==> config.mk <==
export PLATFORM = sky130hd
export DESIGN_NAME = l1_fill_sched
export DESIGN_NICKNAME = d
export VERILOG_FILES = /design/src/rtl/l1_fill_sched.sv
export SDC_FILE = /design/constraint.sdc
export NUM_CORES = 1
export LEC_CHECK = 0
export CAP_MARGIN = 10
export CORE_ASPECT_RATIO = 1.75
export CORE_MARGIN = 10
export CORE_UTILIZATION = 63
export DETAILED_ROUTE_END_ITERATION = 6
export DONT_BUFFER_PORTS = 1
export MAX_ROUTING_LAYER = met4
export PLACE_DENSITY = 0.76
export SLEW_MARGIN = 20
export SYNTH_ARGS = -nofsm -noshare
export SYNTH_HDL_FRONTEND = slang
export SYNTH_SLANG_ARGS = --single-unit
==> constraint.sdc <==
create_clock -name clk -period 2.4 [get_ports clk]
set_input_delay 0.48 -clock clk [delete_from_list [all_inputs] [get_ports clk]]
set_output_delay 0.48 -clock clk [all_outputs]
set_load 0.05 [all_outputs]
==> src/rtl/l1_fill_sched.sv <==
`default_nettype none
// ============================================================================
// Module   : l1_fill_sched
// Purpose  : Fill scheduler between the per-stream L1 stream pointers and L2.
//            Arbitrates cacheline requests from nstreams stream pointers onto
//            one registered L2 request port. Each grant is tagged with the
//            stream's next L1 line slot. An in-order FIFO tracks outstanding
//            requests. Each L2 response turns into a one-cycle fill pulse
//            with the BRAM write address {sid, clid}.
// Config   : `L1_FILL_SCHED_RR_EN defined   -> round-robin arbitration
//            `L1_FILL_SCHED_RR_EN undefined -> fixed priority (lowest index)
// Ports    : clk, reset (async, active high)
//            i_srst_v    in  per-stream slot counter reset
//            i_clreq_v   in  per-stream request valid
//            i_clreq_r   out one-hot grant (combinational)
//            o_l2req_v/_r/_sid/_clid  registered L2 request channel
//            i_l2rsp_v   in  L2 response valid (in request order)
//            i_l2rsp_r   out response ready (something is outstanding)
//            o_clrsp_v   out one-hot fill-done pulse per stream
//            o_fill_v/_sid/_clid      BRAM write strobe and address
// Revision : 1.0 - initial release
// ============================================================================
module l1_fill_sched #(
  parameter int nstreams   = 8,
  parameter int ncl        = 16,
  parameter int max_out    = 4,
  parameter int sid_width  = $clog2(nstreams),
  parameter int clid_width = $clog2(ncl),
  parameter int out_width  = $clog2(max_out + 1)
) (
  input  logic                  clk,
  input  logic                  reset,
  input  logic [nstreams-1:0]   i_srst_v,
  input  logic [nstreams-1:0]   i_clreq_v,
  output logic [nstreams-1:0]   i_clreq_r,
  output logic                  o_l2req_v,
  input  logic                  o_l2req_r,
  output logic [sid_width-1:0]  o_l2req_sid,
  output logic [clid_width-1:0] o_l2req_clid,
  input  logic                  i_l2rsp_v,
  output logic                  i_l2rsp_r,
  output logic [nstreams-1:0]   o_clrsp_v,
  output logic                  o_fill_v,
  output logic [sid_width-1:0]  o_fill_sid,
  output logic [clid_width-1:0] o_fill_clid
);

  localparam int                   ptr_width = (max_out > 1) ? $clog2(max_out) : 1;
  localparam logic [out_width-1:0] max_out_c = out_width'(max_out);
  localparam logic [ptr_width-1:0] ptr_last  = ptr_width'(max_out - 1);

  logic [nstreams-1:0]   elig;
  logic [nstreams-1:0]   grant;
  logic [sid_width-1:0]  gnt_sid;
  logic                  gnt_any;
  logic                  grant_ok;
  logic                  do_grant;
  logic                  rsp_acc;
  logic [nstreams-1:0]   fill_onehot;

  logic [out_width-1:0]  out_cnt;
  logic [clid_width-1:0] wr_clid [nstreams];

  // Outstanding FIFO; occupancy always equals out_cnt, so no separate count.
  logic [sid_width-1:0]  fifo_sid  [max_out];
  logic [clid_width-1:0] fifo_clid [max_out];
  logic [ptr_width-1:0]  wr_ptr;
  logic [ptr_width-1:0]  rd_ptr;

  // A stream being slot-reset this cycle must not be granted: its slot
  // counter is about to be forced back to 0.
  assign elig      = i_clreq_v & ~i_srst_v;
  assign grant_ok  = (~o_l2req_v | o_l2req_r) & (out_cnt < max_out_c) & ~reset;
  assign do_grant  = gnt_any & grant_ok;
  assign i_clreq_r = grant;
  assign i_l2rsp_r = (out_cnt != '0);
  assign rsp_acc   = i_l2rsp_v & i_l2rsp_r;

`ifdef L1_FILL_SCHED_RR_EN
  logic [sid_width-1:0] rr_ptr;

  // Search starts at rr_ptr and wraps; first eligible stream wins.
  always_comb begin
    int idx;
    gnt_any = 1'b0;
    gnt_sid = '0;
    idx     = 0;
    for (int i = 0; i < nstreams; i++) begin
      idx = int'(rr_ptr) + i;
      if (idx >= nstreams) idx = idx - nstreams;
      if (!gnt_any && elig[idx]) begin
        gnt_any = 1'b1;
        gnt_sid = sid_width'(idx);
      end
    end
  end

  always_ff @(posedge clk or posedge reset) begin
    if (reset) begin
      rr_ptr <= '0;
    end else if (do_grant) begin
      rr_ptr <= (gnt_sid == sid_width'(nstreams - 1)) ? '0 : gnt_sid + 1'b1;
    end
  end
`else
  // Walk downwards so the lowest eligible index is the last one written.
  always_comb begin
    gnt_any = 1'b0;
    gnt_sid = '0;
    for (int i = nstreams - 1; i >= 0; i--) begin
      if (elig[i]) begin
        gnt_any = 1'b1;
        gnt_sid = sid_width'(i);
      end
    end
  end
`endif

  always_comb begin
    grant = '0;
    if (do_grant) grant[gnt_sid] = 1'b1;
  end

  always_comb begin
    fill_onehot = '0;
    fill_onehot[fifo_sid[rd_ptr]] = 1'b1;
  end

  // Per-stream line slot counters; wrap relies on ncl being a power of two.
  for (genvar s = 0; s < nstreams; s++) begin : g_slot
    always_ff @(posedge clk or posedge reset) begin
      if (reset) begin
        wr_clid[s] <= '0;
      end else if (i_srst_v[s]) begin
        wr_clid[s] <= '0;
      end else if (grant[s]) begin
        wr_clid[s] <= wr_clid[s] + 1'b1;
      end
    end
  end

  // FIFO payload needs no reset; validity is carried by the pointers.
  always_ff @(posedge clk) begin
    if (do_grant) begin
      fifo_sid[wr_ptr]  <= gnt_sid;
      fifo_clid[wr_ptr] <= wr_clid[gnt_sid];
    end
  end

  always_ff @(posedge clk or posedge reset) begin
    if (reset) begin
      o_l2req_v    <= 1'b0;
      o_l2req_sid  <= '0;
      o_l2req_clid <= '0;
      out_cnt      <= '0;
      wr_ptr       <= '0;
      rd_ptr       <= '0;
      o_fill_v     <= 1'b0;
      o_fill_sid   <= '0;
      o_fill_clid  <= '0;
      o_clrsp_v    <= '0;
    end else begin
      if (do_grant) begin
        o_l2req_v    <= 1'b1;
        o_l2req_sid  <= gnt_sid;
        o_l2req_clid <= wr_clid[gnt_sid];
        wr_ptr       <= (wr_ptr == ptr_last) ? '0 : wr_ptr + 1'b1;
      end else if (o_l2req_r) begin
        o_l2req_v <= 1'b0;
      end

      case ({do_grant, rsp_acc})
        2'b10:   out_cnt <= out_cnt + 1'b1;
        2'b01:   out_cnt <= out_cnt - 1'b1;
        default: out_cnt <= out_cnt;
      endcase

      o_fill_v <= rsp_acc;
      if (rsp_acc) begin
        o_fill_sid  <= fifo_sid[rd_ptr];
        o_fill_clid <= fifo_clid[rd_ptr];
        o_clrsp_v   <= fill_onehot;
        rd_ptr      <= (rd_ptr == ptr_last) ? '0 : rd_ptr + 1'b1;
      end else begin
        o_clrsp_v   <= '0;
      end
    end
  end

endmodule
`default_nettype wire
==> run summary <==
Chip width - 83.1 um
Total number of vias - 3060
Min Hold Slack - 0.0780 ns
FF-to-FF End - out_cnt[1]$_DFFE_PP0P_
Placement row count - 40
Met2 WL - 6.46 mm
Dpl hpwl - 8.39 mm
Req. time, crit path - 1.92 ns
Type of origin of the critical path - primary input
WL final - 11.0 mm
Slowest CP cell - a311o_4
Design area - 0.00519 mm2
Routed wire per std cell - 22.1 um
Top-level port count - 53
Reg2Reg Depth - 7
Yosys top cell by area - dfrtp_1
Die area - 0.0108 mm2
Yosys warning count - 0
Die extent in y - 130 um
Main synth FF type - dfrtp_1
Hold Buf Count CTS - 0
Synthesized area per cell - 11.9 um2
Top routing layer used - met4
Fin. Hold Viols - 0
XOR/XNOR Fraction of Synth Area - 5.39%
Post-route ant nets - 0
Worst hold path type - in -> async
P per Cell Area - 1020 mW/mm2
Routability cong. - 0.956
CTS tree - built
Tightest Pin Transition - 0.614 ns
Core ar. - 0.00681 mm2
Crit-path cells - nand2b_4 -> a311o_4 -> a22oi_4 -> inv_2 -> nand3_1 -> clkinvlp_4 -> buf_12
Vias in the first global route - 3393
H-tree Lvls - 3
Syn-to-layout area delta - 18.3%
Max-cap violations - 0
Yosys top cell area share - 35.9%
Final period util - 97.5%
IO Port Bufs - 0
Fmax - 427 MHz
Grt total ovfl - 0
FILL cells - 445
Max stage delay on crit path - 0.42 ns
FF+latch count, synth - 91
Post-synth EDFFs - 28
Final core utilization - 76.2%
Area after DPL - 0.00484 mm2
Register area - 0.00242 mm2
Design Power - 0.00528 W
Clk sink count - 91
Adder-cell share of the synthesized area - 4.45%
Largest net degree at the start of global routing - 40
Clock skew - 0.00568 ns
Global-route wire length before repair - 17.6 mm
Post-synthesis mux area share - 7.50%
Worst Path Arrival - 1.86 ns
Status - complete, no violations
Initial DRT Pass Iterations - 4
Synth Area in Compound Gates - 7.90%
Cell Area, Synth - 0.00439 mm2
Total track usage - 21.5%
Syn nets - 403
Buffers & Inverters on Critical Path - 3
Flop2flop setup slack - 0.14 ns
Worst skew pair latency - 0.34 ns
Seq/Total Area, Yosys - 55.1%
Largest cells by area after synthesis - dfrtp_1 (36%), edfxtp_1 (19%), nor2_1 (4.0%)
Max clock buf depth - 2
Setup violators final - 0
DRC - 0
Starting Density - 64.4%
Metal3 WL - 567 um
CTS Root Cell - clkbuf_16
Nets - 446
FF-to-FF Start - out_cnt[0]$_DFFE_PP0P_
Most instantiated library cell after synthesis - dfrtp_1
Total CTS buffers - 9
Setup crit end kind - output port
Cells after synthesis - 368
Cell family with most CP delay - compound AO/OA/AOI/OAI gates
M1 wire length - 3.43 mm
CP max FO - 10
Max-slew headroom - 58.8%
Initial DRC Count - 269
Largest family of logic cells by synthesized area - simple AND/OR/NAND/NOR gates
Simple-Gate Fraction of Synth Area - 17.3%
Post-synth top cells - dfrtp_1 (63), nor2_1 (47), nand2_1 (29), edfxtp_1 (28), xor2_1 (17)
P_leak - 2.24 nW
Worst setup path category - in -> out
Fin crit period - 2.34 ns
Worst-path clk slew - 0.06 ns
Fraction of layout instances using a drive strength above 1 - 23.4%
Number of max-slew violations in the final report - 0
Multi-input gate area - 0.00188 mm2
FFs w/ async S/R, synth - 69.2%
Peak VDD IR - 515 uV
Synth cell types - 52
Initial antenna violation count - 1
Vias/cell - 6.12
[worst reg2reg max path, delay by kind of cell, from the launching register on]
family	cells	cell delay, ns
AOI/OAI and AO/OA	1	0.20
DFF	1	0.42
buffers and inverters	2	0.25
and+or+nand+nor	2	0.64
adders and majority gates	2	0.66
[metal layers]
layer | GRT usage (%) | vias up
met1 | 17.1 | 1515
met3 | 5.33 | 41
met4 | 14.3 | 0
met5 | - | -
met2 | 42.0 | 102
li1 | - | 1402
[how the worst max path moves through the flow]
| stage | start | endpoint | cells after the start |
|---|---|---|---|
| after global placement | i_clreq_v[0] | out_cnt[2]$_DFFE_PP0P_ | 11 |
| after global routing | o_l2req_v$_DFFE_PP0P_ | i_clreq_r[7] | 7 |
| after CTS | o_l2req_v$_DFFE_PP0P_ | i_clreq_r[0] | 5 |
| final | i_srst_v[6] | i_clreq_r[7] | 7 |
| after floorplan | i_clreq_v[0] | out_cnt[2]$_DFFE_PP0P_ | 10 |
| after detailed placement | i_clreq_v[0] | out_cnt[2]$_DFFE_PP0P_ | 11 |
[cell families after synthesis]
kind of cell / Yosys count
simple gates: 147
flops: 91
compound gates: 42
xor+xnor: 27
buf+inv: 23
mux: 23
fa+ha+maj: 15
[cell usage in the layout, fill, tap and decap left out, drive strengths merged, types with 2 or more instances in the layout]
cell / n
a211oi: 4
a221o: 2
nor2: 48
nand2b: 11
o21ai: 7
a22oi: 4
and2: 5
and3: 5
inv: 10
a21oi: 6
nor3: 8
mux2i: 7
clkinv: 4
nand4: 9
clkinvlp: 3
or2: 2
xnor2: 10
nand3: 16
xor2: 17
mux4: 7
nor4: 4
ha: 14
nand2: 29
buf: 42
a222oi: 2
dfrtp: 63
o2bb2ai: 2
nor2b: 7
edfxtp: 28
a31oi: 5
clkbuf: 10
or3: 3
a41oi: 2
mux2: 9
[stage by stage]
step           TNS [ns]  instances  setup WS [ns]
3_5_place_dp          0        480        0.00908
2_1_floorplan   -0.0559        368        -0.0293
6_report              0        500         0.0590
5_1_grt        -0.00662        500       -0.00390
3_3_place_gp          0        480         0.0821
4_1_cts               0        495         0.0394
[sequential cells by signal, summed over array words and instances, names as in the netlist]
register,cells
o_clrsp_v,8
rd_ptr,2
wr_clid,32
o_fill_sid,3
o_l2req_v,1
fifo_sid,12
o_fill_clid,4
o_fill_v,1
o_l2req_sid,3
o_l2req_clid,4
fifo_clid,16
out_cnt,3
wr_ptr,2
[where the power goes]
group | internal, W | switching, W | leakage, nW
combinational | 0.000557 | 0.000680 | 1.01
sequential | 0.00189 | 0.000791 | 1.09
clock | 0.000799 | 0.000570 | 0.140
[repair_timing]
item / in CTS / in global routing
buffers inserted: 0 / 4
gates resized for setup: 2 / 1
pin swaps: 1 / 0
endpoints found under the setup margin: 3 / 2
[area by class of cell]
type	instances	area share (%)
Timing Repair Buffer	42	8.32
Clock buffer	10	4.41
Multi-Input combinational cell	254	36.3
Antenna cell	1	0.0482
Inverter	13	1.16
Clock inverter	5	1.09
Tap cell	84	2.03
Sequential cell	91	46.6
Note: power is estimated with default switching activity, not from simulation.
